<file path="config.mk">
export PLATFORM = sky130hd
export DESIGN_NAME = cam_stream_gen
export DESIGN_NICKNAME = d
export VERILOG_FILES = /design/src/rtl/cam_stream_gen.sv
export SDC_FILE = /design/constraint.sdc
export NUM_CORES = 1
export LEC_CHECK = 0
export CORE_MARGIN = 3
export CORE_UTILIZATION = 25
export DETAILED_ROUTE_END_ITERATION = 10
export GPL_TIMING_DRIVEN = 0
export PLACE_DENSITY = 0.48
export SYNTH_ARGS = -nofsm -noshare
export SYNTH_HDL_FRONTEND = slang
export SYNTH_SLANG_ARGS = --single-unit
</file>
<file path="constraint.sdc">
create_clock -name clk -period 3.29 [get_ports clk]
set_input_delay 0.4935 -clock clk [delete_from_list [all_inputs] [get_ports clk]]
set_output_delay 0.4935 -clock clk [all_outputs]
set_load 0.01 [all_outputs]
</file>
<file path="src/rtl/cam_stream_gen.sv">
// Camera-style RGB444 stream generator: VSYNC/HREF timing with an orange blob on a blue-grey background.
// Build macro CAM_STREAM_NOISE_EN adds LFSR noise on the low bits of the background blue channel.
module cam_stream_gen #(
  parameter int H_ACTIVE    = 320,
  parameter int H_BLANK     = 64,
  parameter int V_ACTIVE    = 240,
  parameter int VSYNC_LINES = 3,
  parameter int V_BACK      = 17,
  parameter int V_FRONT     = 10
) (
  input  logic       clk,
  input  logic       reset,
  input  logic       enable,
  input  logic [8:0] blob_x0,
  input  logic [8:0] blob_x1,
  input  logic [8:0] blob_y0,
  input  logic [8:0] blob_y1,
  output logic       vsync,
  output logic       HREF,
  output logic [3:0] red,
  output logic [3:0] green,
  output logic [3:0] blue,
  output logic       frame_start,
  output logic       busy
);

  localparam int L     = H_ACTIVE + H_BLANK;
  localparam int XW    = (L > 1) ? $clog2(L) : 1;
  localparam int MAX_A = (VSYNC_LINES > V_BACK) ? VSYNC_LINES : V_BACK;
  localparam int MAX_B = (V_ACTIVE > V_FRONT) ? V_ACTIVE : V_FRONT;
  localparam int MAX_L = (MAX_A > MAX_B) ? MAX_A : MAX_B;
  localparam int LW    = $clog2(MAX_L + 1);
  localparam int YW    = $clog2(V_ACTIVE + 1);

  typedef enum logic [2:0] {IDLE, SYNC, BACK, ACTIVE, FRONT} state_t;

  state_t        state_q, state_d;
  logic [XW-1:0] x_q, x_d;
  logic [LW-1:0] line_q, line_d;
  logic [YW-1:0] y_q, y_d;
  logic [8:0]    sx0_q, sx0_d, sx1_q, sx1_d, sy0_q, sy0_d, sy1_q, sy1_d;
  logic          vsync_q, vsync_d, href_q, href_d, fs_q, fs_d, busy_q, busy_d;
  logic [11:0]   rgb_q, rgb_d;
  logic [LW-1:0] last_line;
  logic          line_end, in_blob;
  logic [15:0]   x_ext, y_ext;

  always_comb begin
    state_d   = state_q;
    x_d       = x_q;
    line_d    = line_q;
    y_d       = y_q;
    fs_d      = 1'b0;
    sx0_d     = sx0_q;
    sx1_d     = sx1_q;
    sy0_d     = sy0_q;
    sy1_d     = sy1_q;
    line_end  = (x_q == XW'(L - 1));
    last_line = '0;
    case (state_q)
      SYNC:    last_line = LW'(VSYNC_LINES - 1);
      BACK:    last_line = LW'(V_BACK - 1);
      ACTIVE:  last_line = LW'(V_ACTIVE - 1);
      FRONT:   last_line = LW'(V_FRONT - 1);
      default: last_line = '0;
    endcase

    if (state_q == IDLE) begin
      if (enable) begin
        state_d = SYNC;
        x_d     = '0;
        line_d  = '0;
        fs_d    = 1'b1;
      end
    end else begin
      x_d = line_end ? '0 : x_q + 1'b1;
      if (line_end) begin
        if (state_q == ACTIVE) begin
          y_d = (y_q == YW'(V_ACTIVE - 1)) ? '0 : y_q + 1'b1;
        end
        if (line_q == last_line) begin
          line_d = '0;
          case (state_q)
            SYNC:   state_d = BACK;
            BACK:   state_d = ACTIVE;
            ACTIVE: state_d = FRONT;
            FRONT: begin
              // A frame always runs to the end of FRONT; enable only decides whether another follows.
              if (enable) begin
                state_d = SYNC;
                fs_d    = 1'b1;
              end else begin
                state_d = IDLE;
              end
            end
            default: state_d = IDLE;
          endcase
        end else begin
          line_d = line_q + 1'b1;
        end
      end
    end

    if (fs_d) begin
      sx0_d = blob_x0;
      sx1_d = blob_x1;
      sy0_d = blob_y0;
      sy1_d = blob_y1;
    end
  end

`ifdef CAM_STREAM_NOISE_EN
  logic [15:0] lfsr_q, lfsr_d;

  always_comb begin
    lfsr_d = lfsr_q;
    if (href_d) begin
      lfsr_d = {lfsr_q[14:0], lfsr_q[15] ^ lfsr_q[13] ^ lfsr_q[12] ^ lfsr_q[10]};
    end
  end

  always_ff @(posedge clk or posedge reset) begin
    if (reset) begin
      lfsr_q <= 16'hACE1;
    end else begin
      lfsr_q <= lfsr_d;
    end
  end
`endif

  // Outputs are computed from the next-state values so the registered pixel lands with its HREF.
  always_comb begin
    x_ext   = 16'(x_d);
    y_ext   = 16'(y_d);
    vsync_d = (state_d == SYNC);
    busy_d  = (state_d != IDLE);
    href_d  = (state_d == ACTIVE) && (x_d < XW'(H_ACTIVE));
    in_blob = (x_ext >= 16'(sx0_q)) && (x_ext < 16'(sx1_q)) &&
              (y_ext >= 16'(sy0_q)) && (y_ext < 16'(sy1_q));
    rgb_d   = 12'h000;
    if (href_d) begin
      rgb_d = in_blob ? 12'hF80 : 12'h22A;
`ifdef CAM_STREAM_NOISE_EN
      if (!in_blob) begin
        rgb_d[1:0] = rgb_d[1:0] ^ lfsr_q[1:0];
      end
`endif
    end
  end

  always_ff @(posedge clk or posedge reset) begin
    if (reset) begin
      state_q <= IDLE;
      x_q     <= '0;
      line_q  <= '0;
      y_q     <= '0;
      sx0_q   <= '0;
      sx1_q   <= '0;
      sy0_q   <= '0;
      sy1_q   <= '0;
      vsync_q <= 1'b0;
      href_q  <= 1'b0;
      fs_q    <= 1'b0;
      busy_q  <= 1'b0;
      rgb_q   <= '0;
    end else begin
      state_q <= state_d;
      x_q     <= x_d;
      line_q  <= line_d;
      y_q     <= y_d;
      sx0_q   <= sx0_d;
      sx1_q   <= sx1_d;
      sy0_q   <= sy0_d;
      sy1_q   <= sy1_d;
      vsync_q <= vsync_d;
      href_q  <= href_d;
      fs_q    <= fs_d;
      busy_q  <= busy_d;
      rgb_q   <= rgb_d;
    end
  end

  assign vsync       = vsync_q;
  assign HREF        = href_q;
  assign red         = rgb_q[11:8];
  assign green       = rgb_q[7:4];
  assign blue        = rgb_q[3:0];
  assign frame_start = fs_q;
  assign busy        = busy_q;

endmodule

</file>
* After elaboration in Yosys (flattened, before gate mapping)
Cells that the tools add are included.
Word-level totals: register bits 80, bits in latches 0, RAM bits 0, ROM bits 0, input port bits 39, word-level logic and storage cells 64, memories 0
Operators by class: add/sub/neg operators 3, $mul 0, div/mod/pow operators 0, magnitude comparators 5, eq/ne operators 10, shifts and indexed selects 0, multiplexer cells 25, bitwise logic cells 0, reduce and logical (&&, ||, !) cells 8
Operators by type and width (number):
- 8-bit two-way mux | 8
- 8-bit one-hot mux with 4 select lines | 1
- 9-bit two-way mux | 3
- 12-bit two-way mux | 2
- 8-bit by 1-bit adder with 8-bit output, second input constant | 2
- 3-bit two-way mux | 4
- 3-bit one-hot mux with 4 select lines | 1
- 9-bit by 1-bit adder with 9-bit output, second input constant | 1
- 3-bit by 2-bit == test with 1-bit output, second input constant | 3
- 9-bit == test, second input constant | 1
- 8-bit by 9-bit greater-or-equal comparator with 1-bit output | 1
- 9-bit greater-or-equal comparator | 1
- 8-bit by 9-bit < comparator with 1-bit output | 1
- 9-bit < comparator | 1
- 9-bit < comparator, second input constant | 1
- 8-bit == test | 1
- 8-bit == test, second input constant | 1
- 3-bit by 1-bit == test with 1-bit output, second input constant | 2
- 1-bit two-way mux | 6
- 1-bit logical AND | 4
- 3-bit == test, second input constant | 1
- 3-bit logical NOT | 1
- 3-bit nonzero test | 1
- 2-bit != test, second input constant | 1
- other kinds (2) | 2

* Logic depth before layout (Yosys ltp)
Gate-level depths: netlist (run 1).
depth after elaboration 10, depth in mapped cells 14

* Worst setup path before layout (run 1)
Ideal clock, no wire load.
kind register to register, from register state_q[1], to register rgb_q[10], arrival 2797 ps, slack 373 ps, cell stages (with the launch flop) 14, clock period less this slack 2917 ps, cell sequence dfrtp_1 > clkbuf_1 > or3_1 > clkbuf_1 > nor2_1 > o21ai_0 > o21ai_0 > ha_1 > a21o_1 > a211oi_1 > o21ai_0 > a211oi_1 > nor4_1 > and4_1
Between the ends: elaborated cells between the ends (all ways) 28, classes of those cells order compare: 5; eq/ne: 6; mux: 12; reduce/logical: 5
RTL lines:
- start: declaration | RTL line 37 | state_t state_q, state_d;
- start signal: assignment | RTL line 167 | state_q <= state_d;
- 3-bit logical NOT * | RTL line 68 | if (state_q == IDLE) begin
- 9-bit two-way mux * | RTL line 68
- named net x_d[4] | RTL line 38 | logic [XW-1:0] x_q, x_d;
- 9-bit greater-or-equal comparator or 9-bit < comparator (tied branches) | RTL line 138 | in_blob = (x_ext >= 16'(sx0_q)) && (x_ext < 16'(sx1_q)) &&
- 1-bit logical AND (2 in series) | RTL line 138
- 1-bit logical AND | RTL line 139 | (y_ext >= 16'(sy0_q)) && (y_ext < 16'(sy1_q));
- 12-bit two-way mux | RTL line 142 | rgb_d = in_blob ? 12'hF80 : 12'h22A;
- 12-bit two-way mux * | RTL line 141 | if (href_d) begin
- named net rgb_d[10] | RTL line 43 | logic [11:0] rgb_q, rgb_d;
- end signal: assignment | RTL line 179 | rgb_q <= rgb_d;
- end: declaration | RTL line 43
The timed path passes the listed nets; every way through them passes the cells marked *. A chain may end at the register's enable or synchronous reset.

* Worst setup path in the final report (run 1)
from register x_q[0], to register rgb_q[10]
Between the ends: elaborated cells between the ends (all ways) 21, classes of those cells add/sub: 1; order compare: 5; eq/ne: 2; mux: 9; reduce/logical: 4
RTL lines:
- start: declaration | RTL line 38
- start signal: assignment | RTL line 154 | x_q <= '0;
- start signal: assignment | RTL line 168 | x_q <= x_d;
- 9-bit == test * | RTL line 58 | line_end = (x_q == XW'(L - 1));
- 8-bit two-way mux * | RTL line 77 | if (line_end) begin
- 8-bit two-way mux * | RTL line 68
- named net y_d[5] | RTL line 40 | logic [YW-1:0] y_q, y_d;
- 8-bit by 9-bit greater-or-equal comparator with 1-bit output | RTL line 139
- 1-bit logical AND | RTL line 138
- 1-bit logical AND * | RTL line 139
- 12-bit two-way mux * | RTL line 142
- 12-bit two-way mux * | RTL line 141
- named net rgb_d[10] | RTL line 43
Marks and branches as above.

==> results of run 1 <==
-- sequential cells by signal, summed over array words and instances, names as in the netlist, 3 cells and up --
signal	count
line_q	8
sy0_q	9
sx0_q	9
rgb_q	3
y_q	8
sx1_q	9
state_q	3
x_q	9
sy1_q	9
-- critical path, delay by kind of cell, from the launching register on --
| kind | cells | cell delay (ps) |
|---|---|---|
| AND/OR/NAND/NOR | 6 | 1230 |
| AO/OA/AOI/OAI | 2 | 560 |
| adder cells (fa/ha/maj) | 2 | 540 |
| flip-flops | 1 | 430 |
| XOR/XNOR | 1 | 150 |
-- worst max path at each step --
stage,depth (start not counted),start,slack [ps],to
after global routing,11,x_q[0],-6,rgb_q[10]
after global placement,11,state_q[1],-570,rgb_q[10]
after detailed placement,11,state_q[1],-570,rgb_q[10]
after CTS,12,state_q[1],20,rgb_q[10]
final,11,x_q[0],250,rgb_q[10]
after floorplan,13,state_q[1],370,rgb_q[10]
-- repair_timing --
item                                    CTS  global route
cloned                                    0             0
buffers inserted                          1             5
resized for setup                        14            11
endpoints found under the setup margin    2             2
hold endpoints to repair                  0             0
pin swaps                                 2             3
-- layer usage --
| metal | up-vias | GRT usage, % |
|---|---|---|
| met5 | - | 0 |
| met4 | 0 | 3.31 |
| met3 | 12 | 2.61 |
| met2 | 51 | 17.7 |
| met1 | 1438 | 13.5 |
| li1 | 1513 | - |
-- power by group --
part,total [uW],switching [uW],leakage [uW],internal (uW)
logic,146,57.2,0.00149,88.5
registers,897,12.5,0.000872,884
clock network,1030,347,0.000157,682
total,2070,416,0.00252,1650
-- per-stage QoR --
stage,setup slack (ps),hold WS [ps],total power (uW)
floorplan,373,479,985
global placement,-567,493,1050
detailed placement,-566,497,1060
CTS,18.6,497,2110
global route,-5.56,520,2160
finish,254,485,2070
-- final cells by class --
cell class | count | area [sq um] | area share (%)
inverters | 40 | 153 | 2.86
clock inverters | 4 | 70.1 | 1.31
repair buffers | 57 | 573 | 10.8
plain buffers | 19 | 138 | 2.58
well taps | 216 | 270 | 5.07
multi-input cells | 260 | 2130 | 39.9
clock buffers | 12 | 246 | 4.63
flip-flops and latches | 70 | 1750 | 32.9
-- placed cells by master, fill, tap and decap left out, drive strengths merged, types with 4 or more instances in the layout --
cell type,Yosys,routed
a211oi,6,6
nand2,24,24
nand4,5,5
mux2,37,37
nor2,17,17
clkbuf,5,15
a31oi,6,6
and3,6,6
o21ai,22,22
ha,35,35
conb,1,4
xor2,5,5
buf,16,23
inv,40,40
a21oi,11,11
nor3,4,4
nand3,18,18
a21o,10,10
clkdlybuf4s50,0,50
dfrtp,70,70
-- kinds of logic (layout without fill, tap and decap cells) --
group,count (synthesis),count (layout),share of synthesized area [%]
xor+xnor,8,8,1.72
compound gates,78,78,13.0
simple gates,98,98,12.4
fa+ha+maj,35,35,10.7
other cells,1,4,0.0919
buf+inv,61,132,7.18
flops,70,70,42.9
mux,37,37,11.9
==> results.txt, run 1 <==
Clk root buf: clkbuf_16
CTS tree: yes
Deepest clock path buffer count: 2
Final hold vios: 0
Cell variety after synth: 55
# Max-Cap Violations: 0
DRC violations left: 0
Initial Util: 25.6%
Worst endpoint required time: 3500 ps
Hold WC Path Type: primary input to asynchronous set/reset pin
Slew Limit Fails: 0
Post-DP Area: 4890 sq um
Power Dens Cells: 389 nW/um^2
Top-count cell post-synth: dfrtp_1
Core ar.: 15,900 sq um
Vias in the first global route: 3,197
Reg-to-Reg Start: x_q[0]
Global Route Usage Sum: 10.6%
Final worst path period share: 92.3%
# port buffers: 50
Critical path arrival: 3250 ps
GP Congestion: 0.841
Clock latency on the worst-skew pair: 330 ps
Endpoint type of the worst setup path: flop
Cts hold-fix bufs: 0
Tmin final: 3040 ps
Crit path cell chain: ha_2 -> and3_4 -> nand4_1 -> nor3_2 -> nand3_1 -> xor2_1 -> nor2_1 -> ha_1 -> a2111oi_0 -> o21ai_0 -> and4_1
Clock sink count: 70
Most used flip-flop cell after synthesis: dfrtp_1
ANT nets after route: 0
Lkg Pwr: 0.00252 uW
Post-synth top area share: 42.9%
Worst reg2reg setup slack: 250 ps
Ant. Diodes: 0
FP Rows: 46
Worst setup path category: flop to flop
DIE WIDTH: 134 um
DR iter-0 viols: 89
Synth Instances: 388
Slowest cell delay on critical path: 430 ps
Final layout net count: 531
Met2 WL: 4250 um
Startpoint types: flop
Top cells by count, synth: dfrtp_1, inv_1, ha_1
YS warnings: 0
Wl on met1: 4250 um
Crit path max fanout: 7
# fillers: 1,617
Post-synth EDFFs: 0
Uppermost layer routed: met4
CTS H-tree depth: 3
Top cells by area, synth: dfrtp_1, ha_1, mux2_4
Full die area: 17,900 sq um
Post-Syn Area per Cell: 10.5 sq um
Setup violations, final: 0
Grt ovf: 0
Post-Layout Cell Count: 678
Vias per inst: 4.45
Routed wire length: 8940 um
First-pass GRT wire length: 15,200 um
Max IR drop VDD: 0.249 mV
Reg-to-Reg End: rgb_q[10]
Via count: 3,014
Largest net degree at the start of global routing: 49
Peak Freq: 0.329 GHz
Layout cells sized above 1: 21.0%
P&R area growth vs syn: 30.6%
R2R cell count: 11
Initial antenna violation count: 0
Sequential element share of the synthesized area: 42.9%
Post-synth ARST share: 100%
Clock slew at reported path FFs: 50 ps
Setup tns final: 0 ps
Clock Skew: 4.89 ps
Drt pass-1 iters: 4
Ports: 55
Wirelength per Cell: 13.2 um
Run status: completed
Cell Area, Synth: 4080 sq um
Seq cells post-synth: 70
Final core occ: 33.4%
Die Y: 134 um
Final Cell Area: 5330 sq um
Cell taking the most area after synthesis: dfrtp_1
Slowest CP cell: dfrtp_1
Met3 routed wirelength: 282 um
Placed Cells incl. Taps: 658
Post-DP HPWL: 6890 um
Num CTS Buffers: 9
(Power assumes the default switching activity.)
==> run 2: changes to the inputs <==
--- a/config.mk
+++ b/config.mk
@@ -9,7 +9,7 @@
 export CORE_UTILIZATION = 25
 export DETAILED_ROUTE_END_ITERATION = 10
 export GPL_TIMING_DRIVEN = 0
-export PLACE_DENSITY = 0.48
+export PLACE_DENSITY = 0.5
 export SYNTH_ARGS = -nofsm -noshare
 export SYNTH_HDL_FRONTEND = slang
 export SYNTH_SLANG_ARGS = --single-unit
==> run 2 against run 1 <==
Sequential share of layout area is 0.15 points higher. Wire length grew 1.1%. Via count fell by 0.30%. Total power shrank 5.0%. Critical endpoint unchanged. Largest power group unchanged. Core utilization fell by 0.13 points. Final area is 0.38% lower. Die area unchanged.
==> results.txt, run 2 (synthesized netlist as in run 1, its figures left out) <==
Run status: completed (unchanged)
Tmin final: 3070 ps (was 3040 ps)
Placed Cells incl. Taps: 658 (unchanged)
Internal power: 1540 uW (was 1650 uW)
Clock Skew: 5.67 ps (was 4.89 ps)
Critical path arrival: 3280 ps (was 3250 ps)
First-pass GRT wire length: 15,500 um (was 15,200 um)
DIE WIDTH: 134 um (unchanged)
Die Y: 134 um (unchanged)
ANT nets after route: 0 (unchanged)
# port buffers: 50 (unchanged)
Crit path max fanout: 10 (was 7)
Endpoint type of the worst setup path: flop (unchanged)
Lkg Pwr: 0.00251 uW (was 0.00252 uW)
CTS H-tree depth: 3 (unchanged)
Commonest cells after routing, fill and taps aside: dfrtp_1, clkdlybuf4s50_1, inv_1, ha_1, nand2_1 (unchanged)
# fillers: 1,609 (was 1,617)
Final worst path period share: 93.3% (was 92.3%)
Drt pass-1 iters: 6 (was 4)
DR iter-0 viols: 133 (was 89)
P&R area growth vs syn: 30.2% (was 30.6%)
Wirelength per Cell: 13.3 um (was 13.2 um)
Worst endpoint required time: 3510 ps (was 3500 ps)
Max IR drop VDD: 0.162 mV (was 0.249 mV)
Most common cell after layout, fill and taps aside: dfrtp_1 (unchanged)
Combinational power share: 7.4% (was 7.0%)
Switching Fraction: 21.7% (was 20.1%)
Num CTS Buffers: 9 (unchanged)
Setup tns final: 0 ps (unchanged)
Startpoint types: flop (unchanged)
Initial Util: 25.6% (unchanged)
Core ar.: 15,900 sq um (unchanged)
Via count: 3,005 (was 3,014)
Reg power frac: 45.6% (was 43.3%)
Peak Freq: 0.326 GHz (was 0.329 GHz)
Clk root buf: clkbuf_16 (unchanged)
Routed wire length: 9040 um (was 8940 um)
CTS tree: yes (unchanged)
Largest net degree at the start of global routing: 71 (was 49)
Global Route Usage Sum: 10.9% (was 10.6%)
Full die area: 17,900 sq um (unchanged)
Deepest clock path buffer count: 2 (unchanged)
Clock group share of total power: 47.1% (was 49.7%)
Clock sink count: 70 (unchanged)
Post-Layout Cell Count: 679 (was 678)
Ports: 55 (unchanged)
Worst reg2reg setup slack: 220 ps (was 250 ps)
Switching power: 426 uW (was 416 uW)
Hold WC Path Type: flop to flop (was primary input to asynchronous set/reset pin)
DRC violations left: 0 (unchanged)
Clock slew at reported path FFs: 60 ps (was 50 ps)
Clock latency on the worst-skew pair: 340 ps (was 330 ps)
Initial antenna violation count: 0 (unchanged)
Setup violations, final: 0 (unchanged)
GP Congestion: 0.801 (was 0.841)
# Max-Cap Violations: 0 (unchanged)
Power Dens Cells: 371 nW/um^2 (was 389 nW/um^2)
Worst setup path category: flop to flop (unchanged)
FP Rows: 46 (unchanged)
Post-DP HPWL: 6720 um (was 6890 um)
Final layout net count: 532 (was 531)
Vias in the first global route: 3,076 (was 3,197)
Final hold vios: 0 (unchanged)
Ant. Diodes: 0 (unchanged)
Grt ovf: 0 (unchanged)
Layout cells sized above 1: 21.8% (was 21.0%)
Slew Limit Fails: 0 (unchanged)
Vias per inst: 4.43 (was 4.45)
[run 2: cell types whose count changed in the layout (fill, tap and decap cells not counted), sizes merged]
cell / previous run / this run
buf: 23 / 25
bufinv: 2 / 0
clkinvlp: 0 / 1
[run 2: final timing paths]
kind | end | from | cells after the start
max | rgb_q[10] | state_q[1] | 13
min in group asynchronous | sy0_q[0] | reset | 3
max in group asynchronous | x_q[0] | reset | 3
max reg2reg | rgb_q[10] | state_q[1] | 13
min | sx1_q[8] | sx1_q[8] | 1
min reg2reg | sx1_q[8] | sx1_q[8] | 1
[run 2: timing repair]
| action | CTS | global route |
|---|---|---|
| gates resized for setup | 14 | 11 |
| hold buffers | 0 | 0 |
| setup buffers | 1 | 7 |
| endpoints found under the setup margin | 2 | 2 |
| hold endpoints to repair | 0 | 0 |
| pin swaps | 2 | 3 |
| gates cloned | 0 | 0 |
[run 2: layout make-up]
type | count | area, sq um | area share (%)
Tap cell | 216 | 270 | 5.09
Timing Repair Buffer | 59 | 588 | 11.1
Clock inverter | 3 | 17.5 | 0.330
Sequential cell | 70 | 1750 | 33.0
Multi-Input combinational cell | 260 | 2120 | 40.0
Buffer | 18 | 134 | 2.52
Inverter | 40 | 153 | 2.88
Clock buffer | 13 | 270 | 5.09
[run 2: through the flow]
step	total power [uW]	setup slack, ps	utilization, %	cell area (sq um)	hold WS [ps]
2_1_floorplan	985	373	-	4090	479
3_3_place_gp	1050	-521	30.5	4860	497
3_5_place_dp	1060	-546	30.7	4890	495
4_1_cts	2010	43.2	32.9	5240	507
5_1_grt	2060	-5.51	33.3	5310	518
6_report	1970	220	33.3	5310	504
[run 2: critical path: stages, from the launching register on]
cell and delay [ps]:
dfrtp_1 390, clkbuf_2 210, or3_4 470, nor2_4 170, nand2_1 90, o21ai_0 110, inv_1 70, ha_1 260
nand2b_1 150, a211oi_1 270, o21ai_0 160, a211oi_2 260, nor4_2 90, and4_1 230
[run 2: layer usage]
| layer | track usage [%] | up-vias | routed length (um) |
|---|---|---|---|
| met1 | 14.4 | 1424 | 4230 |
| met3 | 1.85 | 11 | 295 |
| met5 | 0 | - | 0 |
| met4 | 4.80 | 0 | 187 |
| met2 | 17.6 | 57 | 4330 |
| li1 | - | 1513 | - |
[run 2: power groups by stage]
stage	Combinational [uW]	Clock [uW]	Sequential [uW]
final	145	926	897
after global routing	165	995	900
after CTS	150	959	897
after detailed placement	147	0	912
after global placement	139	0	912
after floorplan	77.8	0	907
